[config.mk]
export PLATFORM = sky130hd
export DESIGN_NAME = l3_bus_arbiter
export DESIGN_NICKNAME = d
export VERILOG_FILES = /design/src/rtl/cache_config_pkg.sv /design/src/rtl/l3_bus_arbiter_rr_priority_picker.sv /design/src/rtl/l3_bus_arbiter.sv
export SDC_FILE = /design/constraint.sdc
export NUM_CORES = 1
export LEC_CHECK = 0
export BUFFER_PORTS_ARGS = -buffer_cell sky130_fd_sc_hd__buf_2
export CAP_MARGIN = 25
export CORE_UTILIZATION = 27
export DETAILED_ROUTE_END_ITERATION = 10
export GPL_TIMING_DRIVEN = 0
export PLACE_DENSITY = 0.57
export SYNTH_ARGS = -nofsm -noshare
export SYNTH_HDL_FRONTEND = slang
export SYNTH_SLANG_ARGS = --single-unit
[constraint.sdc]
create_clock -name clk -period 5.2 [get_ports clk]
set_clock_uncertainty 0.2 [all_clocks]
set_input_delay 1.04 -clock clk [delete_from_list [all_inputs] [get_ports clk]]
set_output_delay 1.04 -clock clk [all_outputs]
set_load 0.01 [all_outputs]
[src/rtl/cache_config_pkg.sv]
// Shared cache-hierarchy configuration: bus widths, L3 arbiter requester count
// and the arbiter state encoding used by l3_bus_arbiter and topmod.
package cache_config;

    localparam int CACHE_ADDRESS_WIDTH = 32;
    localparam int CACHE_DATA_WIDTH    = 32;

    // Number of L2 requesters sharing the L3 port; topmod sizes its wiring from this too.
    localparam int ARB_NUM_REQ = 4;

    typedef enum logic [1:0] {
        ARB_IDLE,
        ARB_ISSUE,
        ARB_WAIT,
        ARB_RESPOND
    } arb_state_t;

endpackage

[src/rtl/l3_bus_arbiter_rr_priority_picker.sv]
// Combinational round-robin picker: first requester set after last_grant,
// wrapping modulo NUM_REQ, returned one-hot.
module rr_priority_picker
    import cache_config::*;
#(
    parameter int NUM_REQ = ARB_NUM_REQ,
    parameter int IDX_W   = $clog2(NUM_REQ)
) (
    input  logic [NUM_REQ-1:0] req,
    input  logic [IDX_W-1:0]   last_grant,
    output logic [NUM_REQ-1:0] next_grant,
    output logic               any_req
);

    logic [IDX_W-1:0] idx;

    // NOTE: every variable assigned in always_comb gets a default first so no latch is inferred.
    always_comb begin
        next_grant = '0;
        idx        = '0;
        for (int k = 1; k <= NUM_REQ; k++) begin
            idx = IDX_W'((int'(last_grant) + k) % NUM_REQ);
            if (req[idx] && (next_grant == '0)) begin
                next_grant[idx] = 1'b1;
            end
        end
    end

    assign any_req = |req;

endmodule

[src/rtl/l3_bus_arbiter.sv]
// Round-robin arbiter sharing the single L3 port among the per-core L2 caches.
// Optional WAIT watchdog enabled by defining L3_ARB_TIMEOUT_EN.
module l3_bus_arbiter
    import cache_config::*;
#(
    parameter int NUM_REQ        = ARB_NUM_REQ,
    parameter int ADDRESS_WIDTH  = CACHE_ADDRESS_WIDTH,
    parameter int DATA_WIDTH     = CACHE_DATA_WIDTH,
    parameter int TIMEOUT_CYCLES = 256
) (
    input  logic                          clk,
    input  logic                          reset,
    input  logic [NUM_REQ-1:0]            req_valid,
    input  logic [NUM_REQ-1:0]            req_write,
    input  logic [NUM_REQ*ADDRESS_WIDTH-1:0] req_addr,
    input  logic [NUM_REQ*DATA_WIDTH-1:0] req_wdata,
    output logic [NUM_REQ-1:0]            grant,
    output logic [NUM_REQ-1:0]            resp_valid,
    output logic [DATA_WIDTH-1:0]         resp_rdata,
    output logic                          resp_error,
    output logic                          l3_read_request,
    output logic                          l3_write_request,
    output logic [ADDRESS_WIDTH-1:0]      l3_address,
    output logic [DATA_WIDTH-1:0]         l3_write_data,
    input  logic [DATA_WIDTH-1:0]         l3_read_data,
    input  logic                          l3_ready,
    output logic                          arb_timeout
);

    localparam int IDX_W = $clog2(NUM_REQ);

    if (NUM_REQ < 2 || TIMEOUT_CYCLES < 2) begin : g_param_check
        $error("l3_bus_arbiter: NUM_REQ and TIMEOUT_CYCLES must both be at least 2");
    end

    arb_state_t                state;
    logic [IDX_W-1:0]          last_grant;
    logic [IDX_W-1:0]          win_idx;
    logic [NUM_REQ-1:0]        next_grant;
    logic                      any_req;
    logic [ADDRESS_WIDTH-1:0]  win_addr;
    logic [DATA_WIDTH-1:0]     win_wdata;
    logic                      win_write;
    logic                      lat_write;

    rr_priority_picker #(
        .NUM_REQ (NUM_REQ)
    ) u_picker (
        .req        (req_valid),
        .last_grant (last_grant),
        .next_grant (next_grant),
        .any_req    (any_req)
    );

    // Steer the winning requester's slice onto the latch inputs.
    always_comb begin
        win_idx   = '0;
        win_addr  = '0;
        win_wdata = '0;
        win_write = 1'b0;
        for (int i = 0; i < NUM_REQ; i++) begin
            if (next_grant[i]) begin
                win_idx   = IDX_W'(i);
                win_addr  = req_addr[i*ADDRESS_WIDTH +: ADDRESS_WIDTH];
                win_wdata = req_wdata[i*DATA_WIDTH +: DATA_WIDTH];
                win_write = req_write[i];
            end
        end
    end

`ifdef L3_ARB_TIMEOUT_EN
    localparam int CNT_W = $clog2(TIMEOUT_CYCLES);
    localparam logic [CNT_W-1:0] WAIT_LIMIT = CNT_W'(TIMEOUT_CYCLES - 1);

    logic [CNT_W-1:0] wait_count;
`else
    assign resp_error  = 1'b0;
    assign arb_timeout = 1'b0;
`endif

    // NOTE: reset is synchronous, so it lives inside the clocked block, and all state uses <=.
    always_ff @(posedge clk) begin
        if (reset) begin
            state            <= ARB_IDLE;
            last_grant       <= IDX_W'(NUM_REQ - 1);
            grant            <= '0;
            resp_valid       <= '0;
            resp_rdata       <= '0;
            l3_read_request  <= 1'b0;
            l3_write_request <= 1'b0;
            l3_address       <= '0;
            l3_write_data    <= '0;
            lat_write        <= 1'b0;
`ifdef L3_ARB_TIMEOUT_EN
            resp_error       <= 1'b0;
            arb_timeout      <= 1'b0;
            wait_count       <= '0;
`endif
        end else begin
            case (state)
                ARB_IDLE: begin
                    if (any_req) begin
                        grant            <= next_grant;
                        last_grant       <= win_idx;
                        lat_write        <= win_write;
                        l3_address       <= win_addr;
                        l3_write_data    <= win_wdata;
                        l3_read_request  <= ~win_write;
                        l3_write_request <= win_write;
                        state            <= ARB_ISSUE;
                    end
                end

                ARB_ISSUE: begin
                    l3_read_request  <= 1'b0;
                    l3_write_request <= 1'b0;
`ifdef L3_ARB_TIMEOUT_EN
                    wait_count       <= '0;
`endif
                    state            <= ARB_WAIT;
                end

                ARB_WAIT: begin
                    if (l3_ready) begin
                        resp_valid <= grant;
                        resp_rdata <= lat_write ? '0 : l3_read_data;
                        state      <= ARB_RESPOND;
                    end
`ifdef L3_ARB_TIMEOUT_EN
                    else if (wait_count == WAIT_LIMIT) begin
                        resp_valid  <= grant;
                        resp_rdata  <= '0;
                        resp_error  <= 1'b1;
                        arb_timeout <= 1'b1;
                        state       <= ARB_RESPOND;
                    end else begin
                        wait_count <= wait_count + 1'b1;
                    end
`endif
                end

                ARB_RESPOND: begin
                    // Completion pulse ends; the port is released on entry to IDLE.
                    resp_valid  <= '0;
                    resp_rdata  <= '0;
                    grant       <= '0;
`ifdef L3_ARB_TIMEOUT_EN
                    resp_error  <= 1'b0;
                    arb_timeout <= 1'b0;
`endif
                    state       <= ARB_IDLE;
                end

                default: state <= ARB_IDLE;
            endcase
        end
    end

endmodule

; Yosys cells after proc, flatten, opt, wreduce, memory -nomap -nowiden
; Index checks and enable logic that the tools add are counted.
[totals]
input_bits = 299
out_inout_bits = 108
ff_bits = 111
[classes]
bitwise = 4
n_lt_le_gt_ge = 8
eq_ne = 5
n_reduce_logical = 20
muxes = 49
add_sub_neg = 4
[op_table]
columns = operator, count
row1 = 32-bit two-way mux, 10
row2 = 32-bit one-hot mux with 2 select lines, 1
row3 = 4-bit two-way mux, 6
row4 = 4-bit one-hot mux with 2 select lines, 2
row5 = 1-bit two-way mux, 15
row6 = 4-bit logical NOT, 3
row7 = 2-bit by 3-bit < comparator with 1-bit output (second input constant), 4
row8 = 4-bit bitwise OR, 3
row9 = 2-bit AND reduction, 5
row10 = 1-bit binary-select mux with 2-bit select, 4
row11 = 1-bit demux with 2-bit select, 4
row12 = 2-bit by 1-bit greater-or-equal comparator with 1-bit output (second input constant), 4
row13 = 2-bit two-way mux, 4
row14 = 2-bit one-hot mux with 4 select lines, 1
row15 = 1-bit logical AND, 7
row16 = 2-bit nonzero test, 3
row17 = 2-bit by 1-bit adder with 2-bit output (second input constant), 2
row18 = 2-bit adder (second input constant), 2
row19 = 2-bit equality test (second input constant), 2
row20 = 2-bit inequality test (second input constant), 2
row21 = 1-bit one-hot mux with 2 select lines, 2
row22 = 4-bit OR reduction, 1
row23 = 2-bit by 1-bit equality test with 1-bit output (second input constant), 1
row24 = 2-bit logical NOT, 1
row25 = 1-bit NOT, 1

; Logic depth before layout (Yosys ltp)
[logic_depth]
word_depth = 22
ltp_mapped = 14
ltp_nobuf = 9

; Hierarchy
; A second synthesis with hierarchy kept.
[unflattened]
cells_unflattened = 860
hier_area_um2 = 6503.7
[by_module_without_submodules]
columns = module, cells_per_inst, n_inst, area_each_um2
row1 = l3_bus_arbiter, 805, 1, 6002.0
row2 = rr_priority_picker, 55, 1, 501.7

; Worst setup path before layout
; OpenSTA, ideal clock, no wires.
[synth_path]
path_kind = register to register
start = register last_grant[0]
end = register l3_address[14]
path_buffers = 4
setup_time_ns = 0.122
slack_ns = 1.708
synth_period_minus_slack_ns = 3.492
path_stages_with_launch = 14
arrival_ns = 3.170
cell_sequence = dfxtp_1 -> buf_6 -> inv_1 -> ha_1 -> mux4_2 -> and2b_2 -> a32oi_4 -> and4_1 -> buf_2 -> nor4b_2 -> and3_4 -> buf_6 -> buf_4 -> a221o_1
[synth_between]
elab_chain_len = 19
[synth_rtl]
columns = item, line
row1 = from (decl), l3_bus_arbiter.sv:37  ; logic [IDX_W-1:0] last_grant;
row2 = from (signal assigned), l3_bus_arbiter.sv:85  ; last_grant <= IDX_W'(NUM_REQ - 1);
row3 = from (signal assigned), l3_bus_arbiter.sv:104  ; last_grant <= win_idx;
row4 = 2-bit by 1-bit adder with 2-bit output, l3_bus_arbiter_rr_priority_picker.sv:22  ; idx = IDX_W'((int'(last_grant) + k) % NUM_REQ);
row5 = 2-bit by 3-bit < comparator with 1-bit output (not written as such) / 2-bit by 1-bit greater-or-equal comparator with 1-bit output (equally long branches), l3_bus_arbiter_rr_priority_picker.sv:24  ; next_grant[idx] = 1'b1;
row6 = 1-bit logical AND (not written as such), l3_bus_arbiter_rr_priority_picker.sv:24
row7 = 1-bit two-way mux (not written as such), l3_bus_arbiter_rr_priority_picker.sv:24
row8 = 1-bit demux with 2-bit select, -
row9 = 4-bit two-way mux, l3_bus_arbiter_rr_priority_picker.sv:23  ; if (req[idx] && (next_grant == '0)) begin
row10 = 4-bit logical NOT, l3_bus_arbiter_rr_priority_picker.sv:23
row11 = 1-bit logical AND, l3_bus_arbiter_rr_priority_picker.sv:23
row12 = 4-bit two-way mux, l3_bus_arbiter_rr_priority_picker.sv:23
row13 = 4-bit logical NOT, l3_bus_arbiter_rr_priority_picker.sv:23
row14 = 1-bit logical AND, l3_bus_arbiter_rr_priority_picker.sv:23
row15 = 4-bit two-way mux, l3_bus_arbiter_rr_priority_picker.sv:23
row16 = 4-bit logical NOT, l3_bus_arbiter_rr_priority_picker.sv:23
row17 = 1-bit logical AND, l3_bus_arbiter_rr_priority_picker.sv:23
row18 = 4-bit two-way mux *, l3_bus_arbiter_rr_priority_picker.sv:23
row19 = 32-bit two-way mux (3 in series), l3_bus_arbiter.sv:62  ; if (next_grant[i]) begin
row20 = 32-bit two-way mux *, l3_bus_arbiter.sv:62
row21 = to (signal assigned), l3_bus_arbiter.sv:106  ; l3_address <= win_addr;
row22 = to (decl), l3_bus_arbiter.sv:23  ; output logic [ADDRESS_WIDTH-1:0] l3_address,
; Mark *: on every way between the ends. The rest lies on a longest branch, timed or not. The select of a mux whose other input is x is not followed.
; A chain may end at the register's enable or synchronous reset.

; Worst setup path in the final report
[layout_path]
start = register last_grant[0]
end = register l3_write_data[0]
[layout_between]
elab_chain_len = 19
[layout_rtl]
columns = item, line
row1 = 2-bit by 1-bit adder with 2-bit output, l3_bus_arbiter_rr_priority_picker.sv:22
row2 = 2-bit by 3-bit < comparator with 1-bit output (not written as such) / 2-bit by 1-bit greater-or-equal comparator with 1-bit output (equally long branches), l3_bus_arbiter_rr_priority_picker.sv:24
row3 = 1-bit logical AND (not written as such), l3_bus_arbiter_rr_priority_picker.sv:24
row4 = 1-bit two-way mux (not written as such), l3_bus_arbiter_rr_priority_picker.sv:24
row5 = 1-bit demux with 2-bit select, -
row6 = 4-bit two-way mux, l3_bus_arbiter_rr_priority_picker.sv:23
row7 = 4-bit logical NOT, l3_bus_arbiter_rr_priority_picker.sv:23
row8 = 1-bit logical AND, l3_bus_arbiter_rr_priority_picker.sv:23
row9 = 4-bit two-way mux, l3_bus_arbiter_rr_priority_picker.sv:23
row10 = 4-bit logical NOT, l3_bus_arbiter_rr_priority_picker.sv:23
row11 = 1-bit logical AND, l3_bus_arbiter_rr_priority_picker.sv:23
row12 = 4-bit two-way mux, l3_bus_arbiter_rr_priority_picker.sv:23
row13 = 4-bit logical NOT, l3_bus_arbiter_rr_priority_picker.sv:23
row14 = 1-bit logical AND, l3_bus_arbiter_rr_priority_picker.sv:23
row15 = 4-bit two-way mux *, l3_bus_arbiter_rr_priority_picker.sv:23
row16 = 32-bit two-way mux (3 in series), l3_bus_arbiter.sv:62
row17 = 32-bit two-way mux *, l3_bus_arbiter.sv:62
row18 = to (signal assigned), l3_bus_arbiter.sv:107  ; l3_write_data <= win_wdata;
row19 = to (decl), l3_bus_arbiter.sv:24  ; output logic [DATA_WIDTH-1:0] l3_write_data,
; Marked as above.

==> run summary <==
Post-route minimum period = 4160 ps
Die height = 159 um
Main synth FF type = dfxtp_1
Worst setup EP type = register
IO buf count = 404
DP HPWL = 23,000 um
Total Power = 5.82 mW
CTS Hold Bufs = 0
Post-CTS sizing = 0
Max Cap Viol = 0
Finished Core Util = 39.5%
Layout Nets = 1,486
TNS Setup = 0 ps
Number of synthesized flops with an enable pin = 0
Critical Path Start = last_grant[0]
Mean post-synth cell area = 8.73 sq um
Layout cell share with drive strength beyond 1 = 40.6%
FF+latch count, synth = 111
VDD IR-drop max = 0.211 mV
Outcome = complete, no violations
Bufs on Longest Clock Path = 2
Number of global-route vias before repair = 7,751
Largest fanout on the critical path = 10
Syn Inst Count = 758
Worst setup path category = reg -> reg
CP Data Required Time = 5300 ps
CTS Sinks = 111
Fin. Hold Viols = 0
Register area share after synthesis = 33.6%
Multi-input gate area = 0.00387 sq mm
CORE AREA = 0.0238 sq mm
YS warnings = 0
Gr usage total = 22.6%
Async set-reset flop share out of synthesis = 0%
Pre-CTS WS = 908 ps
Num CTS Buffers = 9
CTS tree = yes
Setup violators final = 0
DRC viols = 0
Post-route setup slack = 1040 ps
Boundary pin count = 407
Worst-path clk slew = 80 ps
Most frequent cells in the layout = 419 x buf_2, 120 x a211oi_1, 111 x dfxtp_1
Worst R2R Start = last_grant[0]
Grt ovf = 0
# fillers = 2,509
Drt wl/cell = 19.7 um
Via count = 8,124
Crit path launch type = register
FP Rows = 56
Initial Util = 27.9%
Gpl congestion = 0.875
WP data arrival = 4260 ps
Final ANT Viol Nets = 0
1st-iter DRT viols = 613
Root Buffer = clkbuf_16
Pre-antenna DRT Iters = 5
Largest net degree at the start of global routing = 21
Postcts setup bufs = 0
Power per Cell Area = 621 mW/mm^2
Die X = 159 um
Max-slew headroom = 43.8%
Period utilisation layout = 79.9%
Post-synthesis cell area = 0.00662 sq mm
Commonest non-fill, non-tap cell in the layout = buf_2
Peak Freq = 241 MHz
Initial antenna violation count = 9
WHS = 256 ps
FF/Latch Area = 0.00222 sq mm
Hold_sp = resp_rdata[0]
Die ar. = 0.0251 sq mm
H-tree Lvls = 3
Worst slew pin tran = 842 ps
Max-slew violation count = 0
Avg Vias per Cell = 5.39
Routed wire length = 29,700 um
Clk_lat worst skew = 350 ps
Synth cell types = 53
Area Overhead vs Synth = 41.7%
Pleak = 4.05 nW
RSZ-0062 raised after global routing = no
Hold crit path type = reg -> reg
Global-route wire length before repair = 43,400 um
-- metal layers --
layer	up-vias	routed length [um]	track usage, %
met4	0	821	8.93
met3	59	2440	6.34
met2	378	14400	38.4
li1	3866	-	-
met1	3821	12000	26.7
met5	-	0	0
-- sequential cells by signal, summed over array words and instances, names as in the netlist --
| name | flops |
|---|---|
| grant | 4 |
| resp_rdata | 32 |
| state | 2 |
| resp_valid | 4 |
| last_grant | 2 |
| l3_write_request | 1 |
| l3_read_request | 1 |
| lat_write | 1 |
| l3_address | 32 |
| l3_write_data | 32 |
-- path summary, 6_finish.rpt --
| check | slack, ps | cells after the start | to |
|---|---|---|---|
| worst max-delay path | 1040 | 12 | l3_write_data[0] |
| worst min-delay path | 260 | 2 | resp_rdata[0] |
| worst min register to register | 260 | 2 | resp_rdata[0] |
| worst max register to register | 1040 | 12 | l3_write_data[0] |
-- Yosys cell counts, types with 9 or more instances --
cell	instances	area [sq um]
buf_2	15	75.1
inv_1	9	33.8
dfxtp_1	111	2220
a211oi_1	120	901
nand2_1	48	180
nor2_1	11	41.3
nand3_1	33	165
ha_1	13	163
buf_4	9	67.6
o211ai_1	65	488
a211oi_2	10	125
clkbuf_1	59	221
a221o_1	64	641
buf_6	11	124
a21oi_1	108	541
-- stage by stage --
| step | cell area, sq um | std cells |
|---|---|---|
| floorplan | 6620 | 759 |
| detailed placement | 9040 | 1482 |
| global route | 9370 | 1506 |
| finish | 9370 | 1507 |
| CTS | 9350 | 1498 |
| global placement | 9040 | 1482 |
-- cells by family after synthesis --
family	after synthesis	synth area share [%]
AO/OA/AOI/OAI	397	44.5
AND/OR/NAND/NOR	121	9.21
flip-flops	111	33.6
buffers and inverters	106	8.05
adder cells (fa/ha/maj)	13	2.46
multiplexers	9	2.14
other	1	0.0567
-- area by class of cell --
cell class | instances | area share (%)
flip-flops and latches | 111 | 23.7
repair buffers | 404 | 21.6
clock buffers | 9 | 2.40
multi-input cells | 542 | 41.2
well taps | 319 | 4.26
clock inverters | 7 | 0.894
diodes | 9 | 0.240
plain buffers | 97 | 5.33
inverters | 9 | 0.360
-- critical path, cell delays in order (launching register included) --
cell and delay [ps]:
dfxtp_1 440, buf_6 170, inv_1 90, ha_1 220, or4_1 580, a21boi_1 370, nand2_1 90, nand2_1 330
clkbuf_1 530, clkbuf_1 430, o211ai_1 170, a211oi_1 300, a221o_1 150
-- report_power, final --
group          internal (mW)  switching [mW]  total [mW]
Sequential              1.08           0.128        1.21
Combinational           1.54            2.30        3.85
Clock                  0.387           0.373       0.760
Total                   3.01            2.80        5.82
Power figures use the tool's default switching activity.
